**src/rtl/seg7_scan_driver.sv**
```systemverilog
// Four-digit multiplexed seven-segment driver.
// Scans digits 0..3, blanks the start of each slot to hide ghosting,
// takes a coherent snapshot of the display inputs once per frame, and
// applies a free-running blink to selected digits.
module seg7_scan_driver #(
   parameter int CLK_DIV      = 100000,
   parameter int BLANK_CYCLES = 1000,
   parameter int BLINK_DIV    = 50000000
) (
   input  logic        clk,
   input  logic        reset,
   input  logic [19:0] seg_data,
   input  logic [3:0]  dp_data,
   input  logic [3:0]  blink_mask,
   output logic [3:0]  an,
   output logic [6:0]  seg,
   output logic        dp,
   output logic        frame_tick
);

   localparam int PW = (CLK_DIV > 1) ? $clog2(CLK_DIV) : 1;
   localparam int BW = (BLINK_DIV > 1) ? $clog2(BLINK_DIV) : 1;
   localparam logic [PW-1:0] PHASE_MAX = PW'(CLK_DIV - 1);
   localparam logic [PW-1:0] BLANK_END = PW'(BLANK_CYCLES);
   localparam logic [BW-1:0] BLINK_MAX = BW'(BLINK_DIV - 1);

   logic [PW-1:0]       phase_cnt;
   logic [1:0]          digit_idx;
   logic [BW-1:0]       blink_cnt;
   logic                blink_phase;
   logic [3:0][4:0]     snap_codes;
   logic [3:0]          snap_dp;
   logic [3:0]          snap_mask;
   logic [3:0]          an_nxt;
   logic [6:0]          seg_nxt;
   logic                dp_nxt;
   logic                frame_start;

   // Character decode, active-high gfedcba; unknown codes are blank.
   function automatic logic [6:0] decode(input logic [4:0] code);
      case (code)
         5'd0:    decode = 7'h3F;
         5'd1:    decode = 7'h06;
         5'd2:    decode = 7'h5B;
         5'd3:    decode = 7'h4F;
         5'd4:    decode = 7'h66;
         5'd5:    decode = 7'h6D;
         5'd6:    decode = 7'h7D;
         5'd7:    decode = 7'h07;
         5'd8:    decode = 7'h7F;
         5'd9:    decode = 7'h6F;
         5'd10:   decode = 7'h40;
         5'd15:   decode = 7'h3E;
         5'd16:   decode = 7'h73;
         5'd17:   decode = 7'h5C;
         5'd19:   decode = 7'h5E;
         5'd20:   decode = 7'h54;
         default: decode = 7'h00;
      endcase
   endfunction

   assign frame_start = (digit_idx == 2'd0) && (phase_cnt == '0);

   // Slot phase counter and digit index; digit advances on each phase wrap.
   always_ff @(posedge clk or posedge reset) begin
      if (reset) begin
         phase_cnt <= '0;
         digit_idx <= 2'd0;
      end else if (phase_cnt == PHASE_MAX) begin
         phase_cnt <= '0;
         digit_idx <= digit_idx + 2'd1;
      end else begin
         phase_cnt <= phase_cnt + 1'b1;
      end
   end

   // Free-running blink timebase, unrelated to the scan.
   always_ff @(posedge clk or posedge reset) begin
      if (reset) begin
         blink_cnt   <= '0;
         blink_phase <= 1'b0;
      end else if (blink_cnt == BLINK_MAX) begin
         blink_cnt   <= '0;
         blink_phase <= ~blink_phase;
      end else begin
         blink_cnt <= blink_cnt + 1'b1;
      end
   end

   // Frame snapshot: inputs are only seen here, so a frame is always coherent.
   always_ff @(posedge clk or posedge reset) begin
      if (reset) begin
         snap_codes <= {4{5'd31}};
         snap_dp    <= 4'b0000;
         snap_mask  <= 4'b0000;
         frame_tick <= 1'b0;
      end else begin
         frame_tick <= frame_start;
         if (frame_start) begin
            snap_codes <= seg_data;
            snap_dp    <= dp_data;
            snap_mask  <= blink_mask;
         end
      end
   end

   // Next output pattern: dark during the blanking window, else the
   // selected digit; blink kills cathodes but keeps the anode driven.
   always_comb begin
      an_nxt  = 4'b1111;
      seg_nxt = 7'b1111111;
      dp_nxt  = 1'b1;
      if (phase_cnt >= BLANK_END) begin
         an_nxt[digit_idx] = 1'b0;
         if (!(blink_phase && snap_mask[digit_idx])) begin
            seg_nxt = ~decode(snap_codes[digit_idx]);
            dp_nxt  = ~snap_dp[digit_idx];
         end
      end
   end

   // Registered pins; async reset forces the display dark at once.
   always_ff @(posedge clk or posedge reset) begin
      if (reset) begin
         an  <= 4'b1111;
         seg <= 7'b1111111;
         dp  <= 1'b1;
      end else begin
         an  <= an_nxt;
         seg <= seg_nxt;
         dp  <= dp_nxt;
      end
   end

endmodule
```
**config.mk**
```make
export PLATFORM = sky130hd
export DESIGN_NAME = seg7_scan_driver
export DESIGN_NICKNAME = d
export VERILOG_FILES = /design/src/rtl/seg7_scan_driver.sv
export SDC_FILE = /design/constraint.sdc
export NUM_CORES = 1
export LEC_CHECK = 0
export BUFFER_PORTS_ARGS = -buffer_cell sky130_fd_sc_hd__buf_2
export CAP_MARGIN = 0
export CORE_MARGIN = 4
export CORE_UTILIZATION = 53
export DETAILED_ROUTE_END_ITERATION = 10
export GPL_TIMING_DRIVEN = 1
export PLACE_DENSITY = 0.76
export SLEW_MARGIN = 20
export SYNTH_ARGS = -nofsm -noshare
export SYNTH_HDL_FRONTEND = slang
export SYNTH_SLANG_ARGS = --single-unit
```
**constraint.sdc**
```tcl
create_clock -name clk -period 2.56 [get_ports clk]
set_input_delay 0.512 -clock clk [delete_from_list [all_inputs] [get_ports clk]]
set_output_delay 0.512 -clock clk [all_outputs]
set_load 0.01 [all_outputs]
```
=== After elaboration in Yosys (flattened, before gate mapping) ===
Memory sizes are Yosys's and may differ from the RTL's.
Cells that the tools add are included.

* Bits of input ports: 30
* Latch bits: 0
* Output and inout bits: 13
* Logic and storage cells: 49
* Memories kept: 1
* Register bits: 87
* Bits in writable memories: 0
* Memory bits (read-only): 224

{| class="wikitable"
|+ Memories
! memory !! words !! width !! rd ports !! clocked after memory_dff !! write ports !! line !! source
|-
| (name not given) || 32 || 7 || 1 || 0 || 0 || 41 || <nowiki>case (code)</nowiki>
|}

* $add $sub $neg: 3
* $mul: 0
* Divide/modulo/power cells: 0
* Order comparisons: 3
* Shift operators: 0
* Reduce and logical (&&, ||, !) cells: 5
* Muxes and demuxes: 17
* Bitwise logic cells: 4
* Equal/unequal tests: 2

{| class="wikitable"
|+ Operators by type and width
! operator !! count
|-
| $mux 7 || 4
|-
| $add 26x1->26 const B || 1
|-
| $eq 26x26->1 const B || 1
|-
| $mux 26 || 1
|-
| $add 17x1->17 const B || 1
|-
| $eq 17x17->1 const B || 1
|-
| $ge 17x10->1 const B || 1
|-
| $logic_not 17->1 || 1
|-
| $mux 17 || 1
|-
| $bmux 5 s2 || 1
|-
| $not 7->7 || 1
|-
| $mux 1 || 5
|-
| $mux 5 || 1
|-
| $bmux 1 s2 || 2
|-
| $mux 4 || 1
|-
| $not 4->4 || 1
|-
| $logic_and 1x1->1 || 3
|-
| $lt 2x3->1 const B || 1
|-
| $add 2x1->2 const B || 1
|-
| $demux 1 s2 || 1
|-
| $ge 2x1->1 const B || 1
|-
| $logic_not 2->1 || 1
|-
| $not 1->1 || 2
|}

=== Depth between registers and ports, before layout ===
* Word-level depth: 8
* Depth in mapped cells: 9
* Mapped depth without buffers: 8

=== Worst setup path before layout ===
OpenSTA, ideal clock, no wires.

* Kind: flip-flop to flip-flop
* Start: reg digit_idx[0]
* End: reg seg[1]
* Path buffers: 1
* Arrival time: 2.112 ns
* Required time: 2.474 ns
* Clock period less this slack: 2.198 ns
* Setup time: 0.086 ns
* Cell stages (with the launch flop): 8
* Path slack: 0.362 ns
* Cell sequence: dfrtp_1 buf_4 mux4_2 inv_1 ha_1 maj3_1 o22ai_1 nand2_1

* Longest elaborated chain between the ends: 8
* Elaborated cells between the ends (all ways): 11
* Classes of those cells: mux: 8; bitwise: 1; reduce/logical: 1; memory: 1

{| class="wikitable"
|+ Ends and longest elaborated chain
! item !! line !! source
|-
| start, declared || 28 || <nowiki>logic [1:0] digit_idx;</nowiki>
|-
| start signal, assigned || 71 || <nowiki>digit_idx <= digit_idx + 2'd1;</nowiki>
|-
| $bmux 5 s2 || 116 || <nowiki>seg_nxt = ~decode(snap_codes[digit_idx]);</nowiki>
|-
| $mux 5 (not written as such) || 116 ||
|-
| $mem_v2 32x7 || - ||
|-
| $mux 7 || 115 || <nowiki>if (!(blink_phase && snap_mask[digit_idx])) begin</nowiki>
|-
| $mux 7 || 113 || <nowiki>if (phase_cnt >= BLANK_END) begin</nowiki>
|-
| $not 7->7 || 116 ||
|-
| $mux 7 * || 115 ||
|-
| $mux 7 * || 113 ||
|-
| net seg_nxt[1] || 35 || <nowiki>logic [6:0] seg_nxt;</nowiki>
|-
| end signal, assigned || 130 || <nowiki>seg <= seg_nxt;</nowiki>
|-
| end, declared || 16 || <nowiki>output logic [6:0] seg,</nowiki>
|}

The timed path passes the listed nets; every way through them passes the cells marked *. The select of a mux whose other input is x is not followed.
A chain may end at the register's enable or synchronous reset.

=== Worst setup path in the final report ===
* Start: reg digit_idx[1]
* End: reg seg[1]

Same word-level chain as after synthesis.

==> results_dict.tcl <==
set metrics [dict create \
    status "finished clean" \
    min_path_type "input pin to asynchronous set/reset pin" \
    clock-sinks 87 \
    cts-resized-gates 0 \
    antenna_found_initial 0 \
    holdBufCountCts 0 \
    die_w_um 97.94 \
    rr_worst_depth 6 \
    start_kind "flop" \
    seq_area_frac_synth_pct 51.72 \
    finalCritPeriodShare_pct 88.46 \
    gr-total-overflow 0 \
    design.core.area_mm2 0.007807 \
    async_flop_share_pct 100.0 \
    clk_path_buf_depth 2 \
    syn_inst 369 \
    finalPower_mw 2.622 \
    hold_viol 0 \
    fill_cells 608 \
    grt_pass1_vias 2999 \
    power.density_mw_per_mm2 539.6 \
    clkLatencyLatePin_ps 370 \
    gp_congestion 0.8320 \
    ir_drop_mv 0.4342 \
    numCtsBuffers 9 \
    ys_types 50 \
    syn_nets 412 \
    vias_per_cell 5.679 \
    ys_ff_latch 87 \
    synth_adder_area_share_pct 4.028 \
    synth_area_mm2 0.004287 \
    worstPathArrival_ps 2560 \
    ys_warn_count 0 \
    nets 462 \
    crit_type "flop to flop" \
    die-height_um 97.94 \
    cts_setup_buffers 0 \
    wirelength_mm 8.394 \
    initial_utilization_pct 54.90 \
    synth_compound_area_share_pct 4.495 \
    hold_ws_ps 207.1 \
    fp-row-count 32 \
    grt_max_degree 44 \
    antenna_cells 0 \
    synth-edff-count 0 \
    port_buffers 42 \
    synth-xor-area-share_pct 8.581 \
    grt_pass1_wl_mm 14.23 \
    rsz0062_at_grt "no" \
    synth_simple_gate_area_share_pct 16.29 \
    final_cell_mix "dfrtp_1, buf_2, nor2_1" \
    critPathRequiredTime_ps 2850 \
    vias 2987 \
    dp_hpwl_mm 5.947 \
    max_freq_mhz 441.6 \
    drv_cap 0 \
    grtUsageTotal_pct 18.52 \
    worstPathCellList "mux4_2, inv_1, ha_1, maj3_1, o22ai_1, nand2_1" \
    io_pins 43 \
    drtIter0Drc 106 \
    skew_ps 11.23 \
    cpMaxStageDelayCell "dfrtp_1" \
    worstSetupEndpoint "seg[1]" \
    crit_path_end_kind "flop" \
    cts_tree "yes" \
    drive_gt1_share_pct 33.25 \
    wl_per_cell_um 15.96 \
    drc 0 \
    setup-violations-final 0 \
    reg2reg_from "digit_idx[1]" \
    r2r-end "seg[1]" \
    synth_top_family_by_area "simple AND/OR/NAND/NOR gates" \
    maxSlewViolCount 0 \
    slew_headroom_pct 54.85 \
    setup_tns_ps 0 \
    fin_crit_ps 2265 \
    path_max_fanout 13 \
    firstDrtPassIters 4 \
    fp.dieArea_mm2 0.009591 \
    root_buffer "clkbuf_8" \
    utilization_pct 62.23 \
    ant_nets 0 \
    slowest_delay_ps 660 \
    synth_ff_type "dfrtp_1" \
    clk_pin_slew_ps 100 \
    cts.htree.levels 3 \
    r2r_slack_ps 300 \
    avgSynthCellArea_um2 11.62 \
    leakage_nw 2.106 \
    layout_commonest_cell "dfrtp_1" \
    synth_mux_area_share_pct 12.03 \
    area_growth_syn_to_layout_pct 13.34 \
    crit_start "digit_idx[1]" \
    worst_slew_pin_slew_ps 671.7 \
]
==> cell usage after synthesis (2+ instances only) <==
cell | instances | share of area (%)
o31ai_1 | 3 | 0.53
dfstp_2 | 32 | 20
ha_1 | 13 | 3.8
buf_2 | 5 | 0.58
a31oi_1 | 4 | 0.58
buf_6 | 2 | 0.53
nor4_1 | 4 | 0.58
nor3b_1 | 2 | 0.35
xnor2_1 | 18 | 3.7
nor3_1 | 7 | 0.82
mux2_2 | 27 | 7.1
dfrtp_1 | 55 | 32
nor2b_1 | 4 | 0.58
and4_1 | 5 | 1.0
mux4_2 | 8 | 4.2
a21oi_1 | 2 | 0.23
nand3_1 | 19 | 2.2
mux2i_1 | 2 | 0.47
nor2_1 | 40 | 3.5
nand2b_1 | 2 | 0.29
nand2_1 | 27 | 2.4
o21ai_0 | 6 | 0.70
and3_1 | 3 | 0.44
inv_1 | 14 | 1.2
o22ai_1 | 2 | 0.29
nand4_1 | 12 | 1.8
clkbuf_1 | 4 | 0.35
nor4_2 | 2 | 0.58
xor2_1 | 24 | 4.9
==> per-stage QoR <==
| stage | instance area [um2] | setup WS (ps) | instances |
|---|---|---|---|
| finish | 4858 | 295.4 | 526 |
| CTS | 4858 | 339.5 | 526 |
| floorplan | 4290 | 362.1 | 369 |
| detailed placement | 4638 | 348.0 | 510 |
| global placement | 4638 | 456.8 | 510 |
| global route | 4858 | 193.5 | 526 |
==> layer usage <==
metal / GRT usage, % / routed length (um) / vias up
met5: 0 / 0 / -
met4: 7.242 / 170 / 0
met3: 4.786 / 411 / 17
met2: 29.58 / 4026 / 73
met1: 24.30 / 3786 / 1504
li1: - / - / 1393
==> how the worst min path moves through the flow <==
stage | start | to | slack [ps] | cells past startpoint
2_1_floorplan | blink_cnt[0] | blink_cnt[0] | 450 | 1
3_3_place_gp | blink_cnt[0] | blink_cnt[0] | 470 | 1
3_5_place_dp | blink_cnt[0] | blink_cnt[0] | 480 | 1
4_1_cts | reset | phase_cnt[1] | 220 | 2
5_1_grt | reset | phase_cnt[1] | 240 | 2
6_report | reset | phase_cnt[1] | 210 | 2
==> worst max-delay path: cells and delay by family (launching register included) <==
kind	cells	cell delay [ps]
buffers and inverters	1	160
multiplexers	1	500
AND/OR/NAND/NOR	1	70
flip-flops	1	660
AO/OA/AOI/OAI	1	160
adder cells (fa/ha/maj)	2	640
==> kinds of logic after synthesis <==
family / count (synthesis)
AND/OR/NAND/NOR: 135
flip-flops: 87
XOR/XNOR: 42
multiplexers: 38
AO/OA/AOI/OAI: 27
buffers and inverters: 26
adder cells (fa/ha/maj): 14
==> layout make-up <==
class | instances | area [um2] | share of cell area, %
clock buffer | 10 | 148.9 | 3.065
clock inverter | 6 | 71.32 | 1.468
inverter | 14 | 56.30 | 1.159
multi-input combinational | 256 | 1947 | 40.07
sequential | 87 | 2217 | 45.63
tap | 102 | 127.6 | 2.627
timing repair buffer | 51 | 290.3 | 5.975
==> report_power, final <==
group	switching [mW]	total (mW)	internal (mW)	leakage, nW
registers	0.0194	1.43	1.41	1.06
logic	0.0737	0.138	0.0642	0.935
clock network	0.529	1.05	0.525	0.114
==> registers in the layout, indices dropped and copies added, names as in the netlist <==
| name | cells |
|---|---|
| seg | 7 |
| snap_codes | 20 |
| phase_cnt | 17 |
| dp | 1 |
| snap_dp | 4 |
| blink_cnt | 26 |
| frame_tick | 1 |
| blink_phase | 1 |
| digit_idx | 2 |
| an | 4 |
| snap_mask | 4 |
(Power assumes the default switching activity.)
